`config.mk`:
```
export PLATFORM = sky130hd
export DESIGN_NAME = fpu_share_arbiter
export DESIGN_NICKNAME = d
export VERILOG_FILES = /design/src/rtl/fpu_share_arbiter.sv
export SDC_FILE = /design/constraint.sdc
export NUM_CORES = 1
export LEC_CHECK = 0
export BUFFER_PORTS_ARGS = -buffer_cell sky130_fd_sc_hd__buf_2
export CAP_MARGIN = 15
export CORE_AREA = 5 5 123 125
export CTS_CLUSTER_DIAMETER = 80
export DETAILED_ROUTE_END_ITERATION = 16
export DIE_AREA = 0 0 128 130
export PLACE_DENSITY_LB_ADDON = 0.25
export SYNTH_ARGS = -nofsm -noshare
export SYNTH_HDL_FRONTEND = slang
export SYNTH_SLANG_ARGS = --single-unit
export TNS_END_PERCENT = 50
```
`constraint.sdc`:
```
create_clock -name clk -period 4.3 [get_ports clk]
set_input_delay 0.215 -clock clk [delete_from_list [all_inputs] [get_ports clk]]
set_output_delay 0.215 -clock clk [all_outputs]
set_load 0.02 [all_outputs]
```
`src/rtl/fpu_share_arbiter.sv`:
```
// Two-requester front end for a single in-order FPU: round-robin operand
// arbitration with lock-on-offer, plus an issue-order tag FIFO that steers results.
module fpu_share_arbiter #(
  parameter int DEPTH = 4,
  parameter int CNT_W = 3
) (
  input  logic        clk,
  input  logic        rst,
  input  logic [3:0]  r0_ope,
  input  logic [3:0]  r1_ope,
  input  logic [31:0] r0_in1,
  input  logic [31:0] r0_in2,
  input  logic [31:0] r1_in1,
  input  logic [31:0] r1_in2,
  input  logic        r0_in_vld,
  input  logic        r1_in_vld,
  output logic        r0_in_rdy,
  output logic        r1_in_rdy,
  output logic [31:0] r0_out_data,
  output logic [31:0] r1_out_data,
  output logic [2:0]  r0_out_err,
  output logic [2:0]  r1_out_err,
  output logic        r0_out_vld,
  output logic        r1_out_vld,
  input  logic        r0_out_rdy,
  input  logic        r1_out_rdy,
  output logic [3:0]  f_ope_data,
  output logic [31:0] f_in1_data,
  output logic [31:0] f_in2_data,
  output logic        f_in_vld,
  input  logic        f_in_rdy,
  input  logic [31:0] f_out_data,
  input  logic [2:0]  f_err,
  input  logic        f_out_vld,
  output logic        f_out_rdy,
  output logic        err_orphan
);

  localparam int PTR_W = (DEPTH > 1) ? $clog2(DEPTH) : 1;

  // Handshakes: a transfer happens on a rising edge where vld && rdy; an
  // offered operand (f_in_vld) is held, and the grant with it, until accepted.
  logic             gnt_q, gnt_d;
  logic             prio_q, prio_d;
  logic             locked_q, locked_d;
  logic [DEPTH-1:0] tag_q, tag_d;
  logic [PTR_W-1:0] rd_ptr_q, rd_ptr_d;
  logic [PTR_W-1:0] wr_ptr_q, wr_ptr_d;
  logic [CNT_W-1:0] count_q, count_d;
  logic             err_orphan_q, err_orphan_d;

  logic full;
  logic empty;
  logic can_issue;
  logic sel;
  logic sel_vld;
  logic head;
  logic push;
  logic pop;

  function automatic logic [PTR_W-1:0] ptr_inc(input logic [PTR_W-1:0] p);
    return (p == PTR_W'(DEPTH - 1)) ? '0 : p + 1'b1;
  endfunction

  always_comb begin
    full      = (count_q == CNT_W'(DEPTH));
    empty     = (count_q == '0);
    can_issue = !full;
    sel       = prio_q;
    if (locked_q) begin
      sel = gnt_q;
    end else if (r0_in_vld && !r1_in_vld) begin
      sel = 1'b0;
    end else if (r1_in_vld && !r0_in_vld) begin
      sel = 1'b1;
    end
    sel_vld = sel ? r1_in_vld : r0_in_vld;
    head    = tag_q[rd_ptr_q];
  end

  assign f_ope_data = sel ? r1_ope : r0_ope;
  assign f_in1_data = sel ? r1_in1 : r0_in1;
  assign f_in2_data = sel ? r1_in2 : r0_in2;
  assign f_in_vld   = sel_vld && can_issue;
  assign r0_in_rdy  = !sel && f_in_rdy && can_issue;
  assign r1_in_rdy  = sel && f_in_rdy && can_issue;

  assign r0_out_data = f_out_data;
  assign r1_out_data = f_out_data;
  assign r0_out_err  = f_err;
  assign r1_out_err  = f_err;
  // With nothing outstanding the FPU output is drained so a stray result cannot stall it.
  assign r0_out_vld  = !empty && !head && f_out_vld;
  assign r1_out_vld  = !empty && head && f_out_vld;
  assign f_out_rdy   = empty ? 1'b1 : (head ? r1_out_rdy : r0_out_rdy);

  assign push       = f_in_vld && f_in_rdy;
  assign pop        = !empty && f_out_vld && f_out_rdy;
  assign err_orphan = err_orphan_q;

  always_comb begin
    gnt_d        = gnt_q;
    prio_d       = prio_q;
    locked_d     = locked_q;
    tag_d        = tag_q;
    rd_ptr_d     = rd_ptr_q;
    wr_ptr_d     = wr_ptr_q;
    count_d      = count_q;
    err_orphan_d = err_orphan_q;

    if (push) begin
      prio_d   = ~sel;
      locked_d = 1'b0;
    end else if (f_in_vld) begin
      locked_d = 1'b1;
      gnt_d    = sel;
    end else if (locked_q && !sel_vld) begin
      locked_d = 1'b0;
    end

    if (push) begin
      tag_d[wr_ptr_q] = sel;
      wr_ptr_d        = ptr_inc(wr_ptr_q);
    end
    if (pop) begin
      rd_ptr_d = ptr_inc(rd_ptr_q);
    end

    case ({push, pop})
      2'b10:   count_d = count_q + 1'b1;
      2'b01:   count_d = count_q - 1'b1;
      default: count_d = count_q;
    endcase

    if (f_out_vld && empty) begin
      err_orphan_d = 1'b1;
    end
  end

  always_ff @(posedge clk) begin
    if (rst) begin
      gnt_q        <= 1'b0;
      prio_q       <= 1'b0;
      locked_q     <= 1'b0;
      tag_q        <= '0;
      rd_ptr_q     <= '0;
      wr_ptr_q     <= '0;
      count_q      <= '0;
      err_orphan_q <= 1'b0;
    end else begin
      gnt_q        <= gnt_d;
      prio_q       <= prio_d;
      locked_q     <= locked_d;
      tag_q        <= tag_d;
      rd_ptr_q     <= rd_ptr_d;
      wr_ptr_q     <= wr_ptr_d;
      count_q      <= count_d;
      err_orphan_q <= err_orphan_d;
    end
  end

endmodule

```
==> results of run 1 <==
critical path: stages (launching register included):
cell      delay, ps
dfxtp_1         330
a21boi_0        380
o31a_2          840
buf_4           430
nand2_1         120
nand2_1          70
buf_2           160
cell usage after synthesis, types with 2 or more instances:
cell type  number  area, sq um
nand2_1       208          781
buf_4          70          526
nor2_1         19         71.3
dfxtp_1        15          300
clkbuf_1        9         33.8
a21oi_1         8         40.0
buf_2           7         35.0
inv_1           7         26.3
ha_1            6         75.1
mux2i_1         6         60.1
a311oi_1        4         35.0
nand3_1         2         10.0
o311ai_0        2         17.5
or3_1           2         12.5
xor2_1          2         17.5
worst max path at each step:
stage | startpoint | cells past startpoint | slack [ps] | endpoint
after global routing | prio_q | 6 | 1280 | f_in1_data[17]
after CTS | prio_q | 6 | 1450 | f_in1_data[20]
after global placement | r1_in_vld | 7 | 1730 | f_ope_data[2]
final | prio_q | 6 | 1500 | f_in1_data[20]
after floorplan | rd_ptr_q[0] | 8 | 1830 | count_q[2]
after detailed placement | r1_in_vld | 7 | 1670 | f_in1_data[20]
sequential cells by signal (all words and copies together), names as in the netlist:
signal and count:
wr_ptr_q 2, prio_q 1, gnt_q 1, rd_ptr_q 2, locked_q 1, tag_q 4
count_q 3, err_orphan 1
placed cells by master (no fill, tap or decap), types with 3 or more instances in the layout:
master	netlist	layout
nand2_1	208	208
a21oi_1	8	8
dfxtp_1	15	15
clkbuf_16	0	3
mux2i_1	6	6
a311oi_1	4	4
buf_4	70	3
buf_2	7	218
ha_1	6	6
inv_1	7	7
nor2_1	19	19
metal layers:
layer | vias to the layer above | routed length [microns] | track usage
li1 | 1404 | - | -
met1 | 1205 | 3470 | 0.116
met2 | 183 | 4710 | 0.178
met3 | 8 | 1150 | 0.0377
met4 | 2 | 31 | 0.00874
met5 | - | 13 | 0
final cells by class:
| type | instances | area share |
|---|---|---|
| multi-input combinational | 275 | 0.429 |
| timing repair buffer | 221 | 0.364 |
| sequential | 15 | 0.0982 |
| clock inverter | 1 | 0.00164 |
| inverter | 7 | 0.00860 |
| tap | 180 | 0.0737 |
| clock buffer | 3 | 0.0246 |
report_power, final:
group          switching (mW)  leakage [nW]  internal [mW]
clock                  0.0584        0.0409          0.124
sequential             0.0222         0.123          0.156
combinational           0.306          1.69          0.188
total                   0.387          1.85          0.468
stage by stage:
stage               power, mW  worst slack, ps  hold WS (ps)  instances  instance area, sq um
finish                  0.855             1500           258        702                  3060
global route            0.925             1280           300        702                  3060
CTS                     0.868             1450           254        702                  3060
detailed placement      0.683             1670           430        698                  2980
global placement        0.676             1730           430        698                  2980
floorplan               0.584             1830           287        385                  2240
logic make-up (layout without fill, tap and decap cells):
family,count (synthesis),count (layout),synth area share
flip-flops,15,15,0.134
AO/OA/AOI/OAI,22,22,0.0800
AND/OR/NAND/NOR,236,236,0.408
adder cells (fa/ha/maj),7,7,0.0425
buffers and inverters,95,232,0.284
XOR/XNOR,2,2,0.00783
multiplexers,8,8,0.0431
==> results.tsv, run 1 <==
stage	metric	value	unit
sta	setup-violations-final	0	
drt	antenna_left	0	
sta	period_share	0.651	
finish	areaGrowthSynthToFinish	36.6	%
setup_path	startpoint_type	register	
cts	cts_buffers	3	
cts	clock-sinks	15	
global_route	grt_pass1_wl	13500	microns
logic_synthesis	synthFlopType	dfxtp_1	
finish	fin_util	0.222	
floorplanning	start_util	0.162	
logic_synthesis	netlist_instances	385	
placement	place_congestion	0.797	
floorplanning	die_h	130	microns
floorplanning	dieWidth	128	microns
logic_synthesis	syn_area	0.00224	sq mm
logic_synthesis	ys_types	33	
floorplanning	core-area	0.0138	sq mm
min_path	holdPathStages	3	
global_route	track_usage	0.0985	
setup_path	crit_path_end_kind	output port	
setup_path	worstSetupPathType	reg2out	
logic_synthesis	ys_ff_latch	15	
logic_synthesis	avgSynthCellArea	5.81	sq um
global_route	grt_max_degree	47	
drt	wl	9380	microns
setup_path	reg2reg_to	count_q[2]	
drt	post-route-drc-count	0	
min_path	holdCritPathClass	in2reg	
min_path	min_from	r0_in_vld	
sta	tightest_slew	929	ps
power	cellPowerDensity	280	mW/mm^2
finish	drive_gt1_frac	0.446	
sta	finClkSkew	3.20	ps
placement	hpwl	8120	microns
setup_path	rrSetupSlack	1680	ps
finish	antennaDiodeCount	0	
power	vdd_ir_drop_max	0.137	mV
setup_path	reg2reg_from	rd_ptr_q[0]	
drt	drtIter0Drc	97	
cts	path_clk_slew	50	ps
setup_path	worstPathRequired	4090	ps
logic_synthesis	synth-edff-count	0	
cts	h-tree-depth	1	
logic_synthesis	yosysSeqAreaShare	0.134	
cts	post_cts_buffers	0	
sta	tns	0	ps
cts	root_buffer	clkbuf_16	
finish	fillers	1624	
power	leakage	1.85	nW
floorplanning	placementRows	43	
sta	drv_slew	0	
logic_synthesis	ys.warnings.count	0	
global_route	antenna_found_initial	1	
logic_synthesis	async_flop_share	0	
global_route	grt_pass1_vias	2640	
global_route	grt-ovfl-total	0	
cts	cts-resized-gates	0	
floorplanning	dieArea	0.0166	sq mm
cts	cts_tree	built	
setup_path	reg2regPathDepth	8	
drt	via_per_inst	3.99	
sta	max_freq	357	MHz
sta	fin_crit	2800	ps
cts	hold_buffers	0	
finish	nets	709	
sta	slew_headroom	0.381	
finish	multi_input_area	0.00131	sq mm
setup_path	cp.arrival	2580	ps
drt	num_vias	2802	
setup_path	path_max_fanout	46	
min_path	holdPathEnd	prio_q	
cts	clk_latency	250	ps
logic_synthesis	syn_nets	571	
sta	finalHoldViolations	0	
drt	wire_per_inst	13.4	microns
floorplanning	ios	324	
cts	cts_max_path_buffers	2	
sta	grt_setup_unrepaired	false	
drt	drt_first_pass_iters	4	
placement	port_buffers	218	
job	maxCapViolCount	0	
status	status	completed	
finish	seqCellArea	300	sq um
Note: power is estimated with default switching activity, not from simulation.
==> run 2: changes to the inputs <==
==> constraint.sdc (replaced) <==
create_clock -name clk -period 2.4 [get_ports clk]
set_input_delay 0.12 -clock clk [delete_from_list [all_inputs] [get_ports clk]]
set_output_delay 0.12 -clock clk [all_outputs]
set_load 0.02 [all_outputs]
==> run 2 against run 1 <==
- clock power increased by 81%
- die area unchanged
- sequential power increased by 77%
- sequential share of layout area decreased by 0.21 points
- wire length increased by 4.8%
- design area increased by 2.6%
- first-iteration DRC count decreased by 24%
- via count about the same
==> results.tsv, run 2 (same netlist as run 1, synthesis figures left out) <==
stage	metric	value	unit
setup_path	worstPathRequired	2580	ps
global_route	grt_max_degree	43	
cts	path_clk_slew	50	ps
power	vdd_ir_drop_max	0.290	mV
global_route	antenna_found_initial	4	
floorplanning	die_h	130	microns
cts	cts_tree	built	
setup_path	worstSetupPathType	reg2reg	
sta	period_share	0.965	
finish	final_cell_mix	218 x buf_2, 208 x nand2_1, 19 x nor2_1	
drt	post-route-drc-count	0	
sta	max_freq	432	MHz
drt	wire_per_inst	13.8	microns
sta	drv_slew	0	
drt	via_per_inst	3.94	
power	total_power	1.57	mW
sta	setup-violations-final	0	
cts	cts_buffers	3	
floorplanning	placementRows	43	
job	maxCapViolCount	0	
global_route	track_usage	0.104	
drt	wl	9820	microns
setup_path	path_max_fanout	2	
sta	grt_setup_unrepaired	true	
setup_path	crit_path_end_kind	register	
power	cellPowerDensity	501	mW/mm^2
setup_path	cp.arrival	2500	ps
floorplanning	start_util	0.162	
global_route	grt_pass1_wl	14100	microns
cts	clock-sinks	15	
floorplanning	ios	324	
global_route	grt_pass1_vias	2800	
sta	finClkSkew	3.10	ps
drt	num_vias	2800	
finish	reg_top3	tag_q x4, count_q x3	
sta	finalHoldViolations	0	
finish	top_register	tag_q	
floorplanning	dieArea	0.0166	sq mm
placement	place_congestion	0.891	
global_route	grt-ovfl-total	0	
cts	root_buffer	clkbuf_16	
finish	final_common_cell	buf_2	
finish	nets	716	
floorplanning	dieWidth	128	microns
finish	drive_gt1_frac	0.461	
placement	hpwl	8700	microns
finish	areaGrowthSynthToFinish	40.2	%
cts	h-tree-depth	1	
status	status	completed	
setup_path	critical_path.max_stage_delay	560	ps
drt	antenna_left	0	
setup_path	cp_slowest_cell	mux4_2	
cts	clk_latency	240	ps
min_path	holdCritPathClass	in2reg	
sta	layout_setup_ws	82.8	ps
setup_path	path_cells	mux4_2, mux2i_4, ha_2, inv_1, fa_2, xor2_1, or3_1, a21oi_2	
cts	cts_max_path_buffers	2	
sta	tightest_slew	556	ps
finish	final_cell_area	0.00314	sq mm
placement	port_buffers	218	
sta	fin_crit	2320	ps
placement	place_worst_setup_slack	-63.2	ps
setup_path	startpoint_type	register	
drt	drtIter0Drc	74	
drt	drt_first_pass_iters	4	
power	leakage	1.88	nW
finish	largest_register_ffs	4	
floorplanning	core-area	0.0138	sq mm
sta	slew_headroom	0.620	
placement	placed_cell_area	0.00302	sq mm
[run 2: cell types whose count changed in the layout (fill, tap and decap cells not counted), sizes merged]
| cell | before | now |
|---|---|---|
| buf | 221 | 228 |
| clkinv | 1 | 0 |
| clkinvlp | 0 | 1 |
| diode | 0 | 2 |
[run 2: final cells by class]
class / instances / area, sq um
Fill cell: 1615 / 10600
Multi-Input combinational cell: 275 / 1330
Timing Repair Buffer: 228 / 1170
Sequential cell: 15 / 302
Tap cell: 180 / 225
Clock buffer: 3 / 75.1
Inverter: 7 / 26.3
Clock inverter: 1 / 7.51
Antenna cell: 2 / 5.00
[run 2: metrics by stage]
stage,cells,util,TNS [ps],hold WS (ps)
final,711,0.228,0,158
after global routing,711,0.228,-11.8,184
after CTS,709,0.227,0,160
after detailed placement,702,0.219,-63.2,240
after global placement,702,0.219,0,240
after floorplan,385,-,0,192
[run 2: worst paths after layout]
check	cells after the start	start	slack [ps]	to
worst max-delay path	8	rd_ptr_q[0]	80	count_q[2]
worst min-delay path	3	f_out_vld	160	err_orphan
worst min register to register	2	err_orphan	480	err_orphan
worst max register to register	8	rd_ptr_q[0]	80	count_q[2]
[run 2: power by group]
part           internal (mW)  switching (mW)  total, mW
combinational          0.361           0.563      0.924
clock                  0.224           0.108      0.332
sequential             0.280          0.0350      0.315
[run 2: repair_timing]
| action | CTS | global route |
|---|---|---|
| hold buffers | 0 | 0 |
| buffers inserted | 3 | 0 |
| resized for setup | 0 | 2 |
| endpoints found under the setup margin | 1 | 1 |
| pin swaps | 1 | 2 |
[run 2: critical path, delay by kind of cell (launching register included)]
kind,cells,cell delay (ps)
adders and majority gates,2,530
muxes,2,750
AOI/OAI and AO/OA,1,120
and+or+nand+nor,1,320
buffers and inverters,1,50
DFF,1,340
xor gates and xnor gates,1,150
[run 2: routing by layer]
metal	share of wire	GRT usage
met2	0.47	0.176
met3	0.15	0.0561
met4	0.0089	0.0144
met5	0.0027	0
met1	0.38	0.120
==> run 3: changes to the inputs <==
==> constraint.sdc (replaced) <==
create_clock -name clk -period 2.45 [get_ports clk]
set_input_delay 0 -clock clk [delete_from_list [all_inputs] [get_ports clk]]
set_output_delay 0 -clock clk [all_outputs]
set_load 0.02 [all_outputs]
==> run 3 against run 2 <==
- flip-flop and latch count stayed put
- hold slack worse by 160 ps
- highest routed layer is now met4
- largest power group unchanged
- sequential power is 2% lower
- clock skew is 0.99 ps lower
- via count hardly changed
- non-clock buffer count is 1 higher
- sequential share of layout area is 0.061 points higher
- clock-buffer cell count is 1 higher
- core utilization hardly changed
==> results.tsv, run 3 (same netlist as run 1, synthesis figures left out) <==
stage	metric	value	unit
status	status	completed	
drt	drt_first_pass_iters	4	
setup_path	startpoint_type	register	
setup_path	worstSetupPathType	reg2reg	
setup_path	reg2regPathDepth	8	
setup_path	cp_slowest_cell	mux4_2	
power	p_int	0.851	mW
global_route	grt_max_degree	42	
setup_path	rrSetupSlack	70	ps
floorplanning	core-area	0.0138	sq mm
min_path	holdCritPathClass	in2out	
sta	finalHoldViolations	0	
global_route	grt-ovfl-total	0	
cts	h-tree-depth	1	
sta	tightest_slew	597	ps
cts	clock-sinks	15	
cts	path_clk_slew	50	ps
placement	placedCellCount	703	
sta	setup-violations-final	0	
finish	final_cell_mix	218 x buf_2, 208 x nand2_1, 19 x nor2_1	
min_path	min_from	f_err[2]	
sta	tns	0	ps
setup_path	crit_path_end_kind	register	
power	switching_power	0.684	mW
setup_path	reg2reg_to	count_q[2]	
global_route	track_usage	0.103	
cts	cts_buffers	3	
cts	hold_buffers	0	
power	cellPowerDensity	488	mW/mm^2
floorplanning	dieWidth	128	microns
power	clockPowerShare	0.206	
finish	reg_top3	tag_q x4, count_q x3	
power	comb_power_share	0.592	
drt	post-route-drc-count	0	
finish	final_common_cell	buf_2	
global_route	antenna_found_initial	2	
drt	wire_per_inst	13.8	microns
cts	root_buffer	clkbuf_16	
cts	clk_latency	240	ps
cts	cts_tree	built	
setup_path	critical_path.max_stage_delay	550	ps
setup_path	reg2reg_from	rd_ptr_q[0]	
drt	wl	9860	microns
global_route	met2_usage	0.183	
floorplanning	die_h	130	microns
power	leakage	1.89	nW
placement	hpwl	8630	microns
placement	place_worst_setup_slack	0.191	ps
global_route	top_usage_layer	met2	
sta	drv_slew	0	
power	pwr-share-seq	0.202	
placement	port_buffers	218	
sta	fin_crit	2380	ps
min_path	holdPathEnd	r0_out_err[2]	
drt	drtIter0Drc	100	
finish	top_register	tag_q	
finish	nets	717	
global_route	use_met1	0.118	
job	maxCapViolCount	0	
setup_path	path_cells	mux4_2, mux2i_4, ha_2, inv_1, fa_2, xor2_1, or3_1, a21oi_2	
floorplanning	placementRows	43	
setup_path	worstPathRequired	2630	ps
finish	areaGrowthSynthToFinish	40.4	%
global_route	grt_pass1_wl	14000	microns
sta	finClkSkew	2.11	ps
drt	num_vias	2802	
sta	max_freq	419	MHz
sta	period_share	0.973	
drt	antenna_left	0	
placement	place_congestion	0.807	
floorplanning	ios	324	
setup_path	path_max_fanout	2	
global_route	grt_pass1_vias	2737	
global_route	grt_util_met3	0.0454	
finish	fin_util	0.228	
floorplanning	dieArea	0.0166	sq mm
min_path	holdPathStages	0	
sta	slew_headroom	0.597	
finish	drive_gt1_frac	0.460	
drt	via_per_inst	3.94	
power	vdd_ir_drop_max	0.350	mV
finish	largest_register_ffs	4	
setup_path	crit_start	rd_ptr_q[0]	
finish	finalNonFillerCells	712	
cts	cts_max_path_buffers	2	
power	p_sw_frac	0.445	
setup_path	cp.arrival	2560	ps
sta	layout_setup_ws	65.0	ps
floorplanning	start_util	0.162	
sta	grt_setup_unrepaired	true	
-- run 3: cell types whose count changed in the layout (fill, tap and decap cells not counted) --
| cell | before | now |
|---|---|---|
| buf_4 | 10 | 11 |
| clkbuf_1 | 0 | 1 |
| clkinvlp_4 | 1 | 0 |
| dfxtp_2 | 1 | 0 |
| dfxtp_4 | 0 | 1 |
-- run 3: worst max-delay path by stage --
stage               cells after the start  slack (ps)          to
finish                                  8          70  count_q[2]
global route                            8         -20  count_q[2]
CTS                                     8          30  count_q[2]
detailed placement                      8         0.2  count_q[2]
global placement                        8          40  count_q[2]
floorplan                               8          30  count_q[2]
-- run 3: layout make-up --
type	instances	area (sq um)
diodes	2	5.00
clock buffers	4	78.8
fillers	1603	10600
inverters	7	26.3
multi-input cells	275	1330
flip-flops and latches	15	304
well taps	180	225
repair buffers	229	1170
-- run 3: power by group through the flow --
| stage | clock, mW | sequential [mW] | combinational [mW] |
|---|---|---|---|
| after global placement | 0 | 0.313 | 0.894 |
| after global routing | 0.335 | 0.315 | 1.01 |
| final | 0.317 | 0.309 | 0.909 |
| after detailed placement | 0 | 0.315 | 0.901 |
| after CTS | 0.325 | 0.311 | 0.905 |
| after floorplan | 0 | 0.309 | 0.720 |
-- run 3: layer usage --
layer	wire [microns]	vias to the layer above
li1	-	1421
met1	3630	1213
met2	4920	162
met3	1230	6
met4	69	0
met5	0	-
-- run 3: timing repair --
item / in CTS / in global routing
buffers inserted: 0 / 3
pin swaps: 0 / 3
resized for setup: 1 / 4
setup endpoints to repair: 1 / 1
-- run 3: critical path: cells and delay by family (launching register included) --
| family | cells | cell delay (ps) |
|---|---|---|
| DFF | 1 | 340 |
| xor gates and xnor gates | 1 | 150 |
| AOI/OAI and AO/OA | 1 | 120 |
| buffers and inverters | 1 | 50 |
| muxes | 2 | 740 |
| and+or+nand+nor | 1 | 390 |
| adders and majority gates | 2 | 530 |
-- run 3: metrics by stage --
stage | hold WS [ps] | power [mW] | area, sq um
3_5_place_dp | 0.208 | 1.22 | 3020
5_1_grt | 0.0494 | 1.66 | 3140
3_3_place_gp | 0.208 | 1.21 | 3020
6_report | 0.0120 | 1.53 | 3140
4_1_cts | 0.208 | 1.54 | 3100
2_1_floorplan | 72.1 | 1.03 | 2250
